==> src/rtl/pipe_addsub_if.sv <==
// Operand/result handshake bundle for pipe_addsub. The sat_in signal exists
// only when PIPE_ADDSUB_SAT_EN is defined.
interface pipe_addsub_if #(
  parameter int WIDTH = 32
);
  logic             valid_in;
  logic             ready_out;
  logic [WIDTH-1:0] data1_in;
  logic [WIDTH-1:0] data2_in;
  logic             sub_in;
  logic             carry_in;
`ifdef PIPE_ADDSUB_SAT_EN
  logic             sat_in;
`endif
  logic             valid_out;
  logic             ready_in;
  logic [WIDTH-1:0] data_out;
  logic             carry_out;
  logic             overflow_out;
  logic             zero_out;

  // The unit's own view: operands and downstream ready come in, results go out.
  modport slave (
    input  valid_in, data1_in, data2_in, sub_in, carry_in, ready_in,
`ifdef PIPE_ADDSUB_SAT_EN
    input  sat_in,
`endif
    output ready_out, valid_out, data_out, carry_out, overflow_out, zero_out
  );

  // The environment's view: drives operands, consumes results.
  modport master (
    output valid_in, data1_in, data2_in, sub_in, carry_in, ready_in,
`ifdef PIPE_ADDSUB_SAT_EN
    output sat_in,
`endif
    input  ready_out, valid_out, data_out, carry_out, overflow_out, zero_out
  );
endinterface

==> src/rtl/pipe_addsub.sv <==
// Pipelined add/subtract: WIDTH bits split into STAGES slices summed one per
// cycle with a registered carry. Optional saturation under PIPE_ADDSUB_SAT_EN.
module pipe_addsub #(
  parameter int WIDTH  = 32,   // must be divisible by STAGES
  parameter int STAGES = 4     // >= 1
) (
  input  logic         clk_i,
  input  logic         rst_i,
  pipe_addsub_if.slave bus
);
  localparam int SW   = WIDTH / STAGES;
  localparam int LAST = STAGES - 1;
  localparam int MSB  = WIDTH - 1;

  logic             advance;
  logic [STAGES-1:0] v_q;
  logic [STAGES-1:0] v_d;

  // Per-stage operands, partial result and carry; *_d are the stage inputs.
  logic [WIDTH-1:0] a_q   [STAGES];
  logic [WIDTH-1:0] b_q   [STAGES];
  logic [WIDTH-1:0] r_q   [STAGES];
  logic             c_q   [STAGES];
  logic [WIDTH-1:0] a_d   [STAGES];
  logic [WIDTH-1:0] b_d   [STAGES];
  logic [WIDTH-1:0] r_d   [STAGES];
  logic             c_d   [STAGES];
  logic [WIDTH-1:0] sum_r [STAGES];
  logic             c_nx  [STAGES];
`ifdef PIPE_ADDSUB_SAT_EN
  logic             s_q   [STAGES];
  logic             s_d   [STAGES];
`endif

  logic [SW:0]      slice_sum;
  logic [WIDTH-1:0] res;
  logic             ovf;

  logic [WIDTH-1:0] data_q;
  logic             carry_q;
  logic             ovf_q;
  logic             zero_q;

  // NOTE: every variable written in always_comb gets a default before any
  // conditional assignment so no latch can be inferred.
  always_comb begin
    advance   = !v_q[LAST] || bus.ready_in;
    slice_sum = '0;

    v_d[0] = bus.valid_in;
    a_d[0] = bus.data1_in;
    b_d[0] = bus.sub_in ? ~bus.data2_in : bus.data2_in;
    r_d[0] = '0;
    c_d[0] = bus.sub_in ? 1'b1 : bus.carry_in;
`ifdef PIPE_ADDSUB_SAT_EN
    s_d[0] = bus.sat_in;
`endif
    for (int k = 1; k < STAGES; k++) begin
      v_d[k] = v_q[k-1];
      a_d[k] = a_q[k-1];
      b_d[k] = b_q[k-1];
      r_d[k] = r_q[k-1];
      c_d[k] = c_q[k-1];
`ifdef PIPE_ADDSUB_SAT_EN
      s_d[k] = s_q[k-1];
`endif
    end

    // Stage k fills slice k of the running result and produces its carry.
    for (int k = 0; k < STAGES; k++) begin
      slice_sum = {1'b0, a_d[k][k*SW +: SW]} + {1'b0, b_d[k][k*SW +: SW]}
                + {{SW{1'b0}}, c_d[k]};
      sum_r[k]  = r_d[k];
      sum_r[k][k*SW +: SW] = slice_sum[SW-1:0];
      c_nx[k]   = slice_sum[SW];
    end

    // b_d already holds ~B for subtract, so one rule covers both operations.
    ovf = (a_d[LAST][MSB] == b_d[LAST][MSB]) && (sum_r[LAST][MSB] != a_d[LAST][MSB]);
    res = sum_r[LAST];
`ifdef PIPE_ADDSUB_SAT_EN
    if (s_d[LAST] && ovf) begin
      res = a_d[LAST][MSB] ? {1'b1, {(WIDTH-1){1'b0}}} : {1'b0, {(WIDTH-1){1'b1}}};
    end
`endif
  end

  // NOTE: pure datapath registers carry no reset; their contents are only
  // observed behind a valid bit, which is reset.
  always_ff @(posedge clk_i) begin
    if (advance) begin
      for (int k = 0; k < STAGES; k++) begin
        a_q[k] <= a_d[k];
        b_q[k] <= b_d[k];
        r_q[k] <= sum_r[k];
        c_q[k] <= c_nx[k];
`ifdef PIPE_ADDSUB_SAT_EN
        s_q[k] <= s_d[k];
`endif
      end
    end
  end

  // Output registers load only with a real result so bubbles leave them intact.
  always_ff @(posedge clk_i) begin
    if (rst_i) begin
      v_q     <= '0;
      data_q  <= '0;
      carry_q <= 1'b0;
      ovf_q   <= 1'b0;
      zero_q  <= 1'b0;
    end else if (advance) begin
      v_q <= v_d;
      if (v_d[LAST]) begin
        data_q  <= res;
        carry_q <= c_nx[LAST];
        ovf_q   <= ovf;
        zero_q  <= (res == '0);
      end
    end
  end

  assign bus.ready_out    = advance;
  assign bus.valid_out    = v_q[LAST];
  assign bus.data_out     = data_q;
  assign bus.carry_out    = carry_q;
  assign bus.overflow_out = ovf_q;
  assign bus.zero_out     = zero_q;
endmodule
==> src/flat_wrapper.sv <==
// flat-port wrapper written by rule: the top's interface ports become plain ports
module pipe_addsub_flat 
#(
  parameter int WIDTH  = 32,                                 
  parameter int STAGES = 4            
)
  (clk_i, rst_i, bus_valid_in, bus_data1_in, bus_data2_in, bus_sub_in, bus_carry_in, bus_ready_in, bus_ready_out, bus_valid_out, bus_data_out, bus_carry_out, bus_overflow_out, bus_zero_out);
  pipe_addsub_if #(.WIDTH(WIDTH)) bus_i ();
  input  logic clk_i;
  input  logic rst_i;
  input wire logic [$bits(bus_i.valid_in)-1:0] bus_valid_in;
  input wire logic [$bits(bus_i.data1_in)-1:0] bus_data1_in;
  input wire logic [$bits(bus_i.data2_in)-1:0] bus_data2_in;
  input wire logic [$bits(bus_i.sub_in)-1:0] bus_sub_in;
  input wire logic [$bits(bus_i.carry_in)-1:0] bus_carry_in;
  input wire logic [$bits(bus_i.ready_in)-1:0] bus_ready_in;
  output wire logic [$bits(bus_i.ready_out)-1:0] bus_ready_out;
  output wire logic [$bits(bus_i.valid_out)-1:0] bus_valid_out;
  output wire logic [$bits(bus_i.data_out)-1:0] bus_data_out;
  output wire logic [$bits(bus_i.carry_out)-1:0] bus_carry_out;
  output wire logic [$bits(bus_i.overflow_out)-1:0] bus_overflow_out;
  output wire logic [$bits(bus_i.zero_out)-1:0] bus_zero_out;
  assign bus_i.valid_in = bus_valid_in;
  assign bus_i.data1_in = bus_data1_in;
  assign bus_i.data2_in = bus_data2_in;
  assign bus_i.sub_in = bus_sub_in;
  assign bus_i.carry_in = bus_carry_in;
  assign bus_i.ready_in = bus_ready_in;
  assign bus_ready_out = bus_i.ready_out;
  assign bus_valid_out = bus_i.valid_out;
  assign bus_data_out = bus_i.data_out;
  assign bus_carry_out = bus_i.carry_out;
  assign bus_overflow_out = bus_i.overflow_out;
  assign bus_zero_out = bus_i.zero_out;
  pipe_addsub #(.WIDTH(WIDTH), .STAGES(STAGES)) u_core (.clk_i(clk_i), .rst_i(rst_i), .bus(bus_i));
endmodule
==> config.mk <==
export PLATFORM = sky130hd
export DESIGN_NAME = pipe_addsub_flat
export DESIGN_NICKNAME = d
export VERILOG_FILES = /design/src/rtl/pipe_addsub_if.sv /design/src/rtl/pipe_addsub.sv /design/src/flat_wrapper.sv
export SDC_FILE = /design/constraint.sdc
export NUM_CORES = 1
export LEC_CHECK = 0
export CAP_MARGIN = 20
export CORE_MARGIN = 5
export CORE_UTILIZATION = 54
export DETAILED_ROUTE_END_ITERATION = 8
export GPL_TIMING_DRIVEN = 0
export HOLD_SLACK_MARGIN = 0.03
export PLACE_DENSITY = 0.79
export SYNTH_ARGS = -nofsm -noshare
export SYNTH_HDL_FRONTEND = slang
export SYNTH_SLANG_ARGS = --single-unit
==> constraint.sdc <==
create_clock -name clk_i -period 3.55 [get_ports clk_i]
set_input_delay 0.355 -clock clk_i [delete_from_list [all_inputs] [get_ports clk_i]]
set_output_delay 0.355 -clock clk_i [all_outputs]
set_load 0.01 [all_outputs]
==> impl_metrics.csv <==
group,metric,value,unit
job,cap_violations,0,
die,rows,42,
setup_path,slowest_delay,630,ps
global_route,grt_use_met3,0.0454,
synth,ys_warn_count,0,
sta,min_period,2750,ps
status,outcome,"finished, final reports clean",
setup_path,crit_arrival,2400,ps
clock_network,cts-root-buf,"clkbuf_16",
clock_network,clk_latency,420,ps
route,via_per_inst,5.12,
place,gp_congestion,0.830,
layout,nets,749,
layout,num_antenna_cells,0,
setup_path,critPathSlowestCell,"clkdlybuf4s50_1",
worst_hold_path,worstHoldPathType,"in -> reg",
global_route,gr-total-overflow,0,
die,ios,107,
synth,syn_nets,624,
global_route,grt_busiest_layer,"met2",
setup_path,cp-start-kind,"input pin",
layout,n_fill_cell,897,
route,dr.pass1.iters,4,
clock_network,cts_buffer_depth,2,
route,drc,0,
die,start_util,0.553,
route,drt_iter0_markers,278,
setup_path,path_class,"in -> out",
setup_path,path_cells,"clkdlybuf4s50_1 -> nor2b_4 -> inv_6 -> buf_16 -> clkdlybuf4s50_1",
route,wire_per_inst,15.7,um
global_route,grt_util_met1,0.214,
die,die-area,0.0161,mm2
global_route,grt_pass1_wl,21400,um
route,detail-route-antenna-nets,0,
power,total_power,5.25,mW
sta,setup-tns-final,0,ps
synth,ys.flop_type,"edfxtp_1",
synth,ys_types,38,
global_route,grt_antenna_before_repair,0,
synth,synth_seq_cells,186,
clock_network,cts_buffers,17,
die,die_w,127,um
clock_network,post_cts.repair.setup_buffers,0,
sta,relSlewSlack,0.651,
setup_path,crit_path_frequent_cell,"clkdlybuf4s50_1",
clock_network,cts_resized,0,
sta,setup_viol,0,
sta,final_max_slew_viol_count,0,
setup_path,crit_path_end_kind,"output port",
synth,ys_seq_area_frac,0.706,
sta,finalHoldViolations,0,
die,core_area,0.0133,mm2
sta,rsz0062_at_grt,"false",
sta,timing.fmax,364,MHz
place,pre_cts_ws,415,ps
place,port_buffers,105,
global_route,use_met2,0.278,
layout,layout-drive-gt1-share,0.0644,
place,dp_hpwl,9230,um
route,dr_total_vias,4241,
clock_network,cts_hold_buf,0,
synth,synth-edff-count,147,
sta,worstMarginPinSlew,523,ps
global_route,grt_pass1_vias,4419,
layout,most-common-layout-cells,"edfxtp_1 (147), clkdlybuf4s50_1 (105), nand2_1 (75), a21oi_1 (46), dfxtp_1 (39)",
layout,final_common_cell,"edfxtp_1",
setup_path,critPathRequiredTime,3190,ps
sta,clock_skew,9.76,ps
layout,area_growth,25.3,%
clock_network,cts.sinks,186,
die,die_h,127,um
clock_network,cts_tree,"yes",
synth,avgSynthCellArea,14.2,um2
sta,fin_crit_sh,0.775,
route,drt-total-wl,13000,um
synth,synthArstFlopShare,0,
setup_path,rrSetupSlack,1160,ps
synth,syn_inst,518,
global_route,track_usage,0.171,
clock_network,path_clk_slew,60,ps
power,leakage,3.45,nW
power,ir_worst_vdd,0.384,mV
sta,timing.final.ws_setup,800,ps
setup_path,path_max_fanout,102,
clock_network,cts_max_level,4,
synth,syn_area,0.00736,mm2
global_route,grt_max_degree,103,
power,cellPowerDensity,570,mW/mm2
layout,fin_util,0.694,
## synthesized netlist by cell type, drive strengths merged (2+ instances only)
| cell type | number | area share |
|---|---|---|
| or3 | 2 | 0.0017 |
| xor2 | 38 | 0.045 |
| nand3b | 2 | 0.0020 |
| nor2 | 19 | 0.0097 |
| inv | 20 | 0.010 |
| buf | 10 | 0.0068 |
| edfxtp | 147 | 0.60 |
| a21o | 5 | 0.0051 |
| dfxtp | 39 | 0.11 |
| nor3 | 6 | 0.0041 |
| xnor2 | 16 | 0.019 |
| clkbuf | 5 | 0.0026 |
| nor4 | 6 | 0.0051 |
| a21oi | 47 | 0.032 |
| o21bai | 3 | 0.0031 |
| nand2 | 75 | 0.038 |
| fa | 8 | 0.022 |
| a211oi | 4 | 0.0041 |
| ha | 28 | 0.048 |
| o21ai | 15 | 0.010 |
| nand2b | 2 | 0.0017 |
| nor2b | 7 | 0.0070 |
| o31ai | 2 | 0.0027 |
| a21boi | 3 | 0.0031 |
## per-stage QoR
step	hold slack (ps)	std cells	cell area, um2
6_report	393	828	9220
5_1_grt	421	828	9220
4_1_cts	395	828	9220
3_5_place_dp	405	800	8660
3_3_place_gp	401	799	8630
2_1_floorplan	400	518	7360
## kinds of logic (layout without fill, tap and decap cells)
kind of cell / count (synthesis) / count (layout) / synth area share
flip-flops: 186 / 186 / 0.706
buffers and inverters: 35 / 169 / 0.0196
XOR/XNOR: 54 / 54 / 0.0643
AO/OA/AOI/OAI: 83 / 83 / 0.0668
adder cells (fa/ha/maj): 36 / 36 / 0.0694
AND/OR/NAND/NOR: 124 / 124 / 0.0740
## area by class of cell
class	count	area, um2	share of cell area
Tap cell	176	220	0.0239
Clock inverter	10	130	0.0141
Multi-Input combinational cell	297	2020	0.219
Sequential cell	186	5190	0.563
Inverter	20	80.1	0.00868
Buffer	15	68.8	0.00746
Clock buffer	18	429	0.0465
Timing Repair Buffer	106	1080	0.117
## routing by layer
| layer | share of wire | wire, um |
|---|---|---|
| met5 | 0 | 0 |
| met2 | 0.50 | 6490 |
| met4 | 0.024 | 306 |
| met3 | 0.060 | 786 |
| met1 | 0.42 | 5420 |
## path summary, 6_finish.rpt
kind | to | cells past startpoint | startpoint
hold / removal | u_core.b_q[0][8] | 2 | bus_sub_in
setup / recovery | bus_ready_out | 5 | bus_ready_in
setup reg to reg | u_core.bus.carry_out | 9 | u_core.b_q[2][24]
hold reg to reg | u_core.r_q[2][13] | 0 | u_core.r_q[1][13]
## state kept, by name, summed over array words and instances, names as in the netlist
signal                   flops
u_core.bus.zero_out          1
u_core.r_q                  48
u_core.bus.overflow_out      1
u_core.bus.data_out         32
u_core.b_q                  48
u_core.a_q                  48
u_core.v_q                   4
u_core.c_q                   3
u_core.bus.carry_out         1
## power breakdown
part           total (mW)  leakage, nW  internal, mW  switching [mW]
Clock                1.80        0.264          1.08           0.717
Sequential           2.85         1.87          2.72           0.126
Combinational       0.606         1.32         0.301           0.305
Total                5.25         3.45          4.10            1.15
## critical path: cells and delay by family
family,cells,cell delay (ps)
simple gates,1,80
buf+inv,4,1900
No activity file was read; power rests on OpenSTA's default activity.
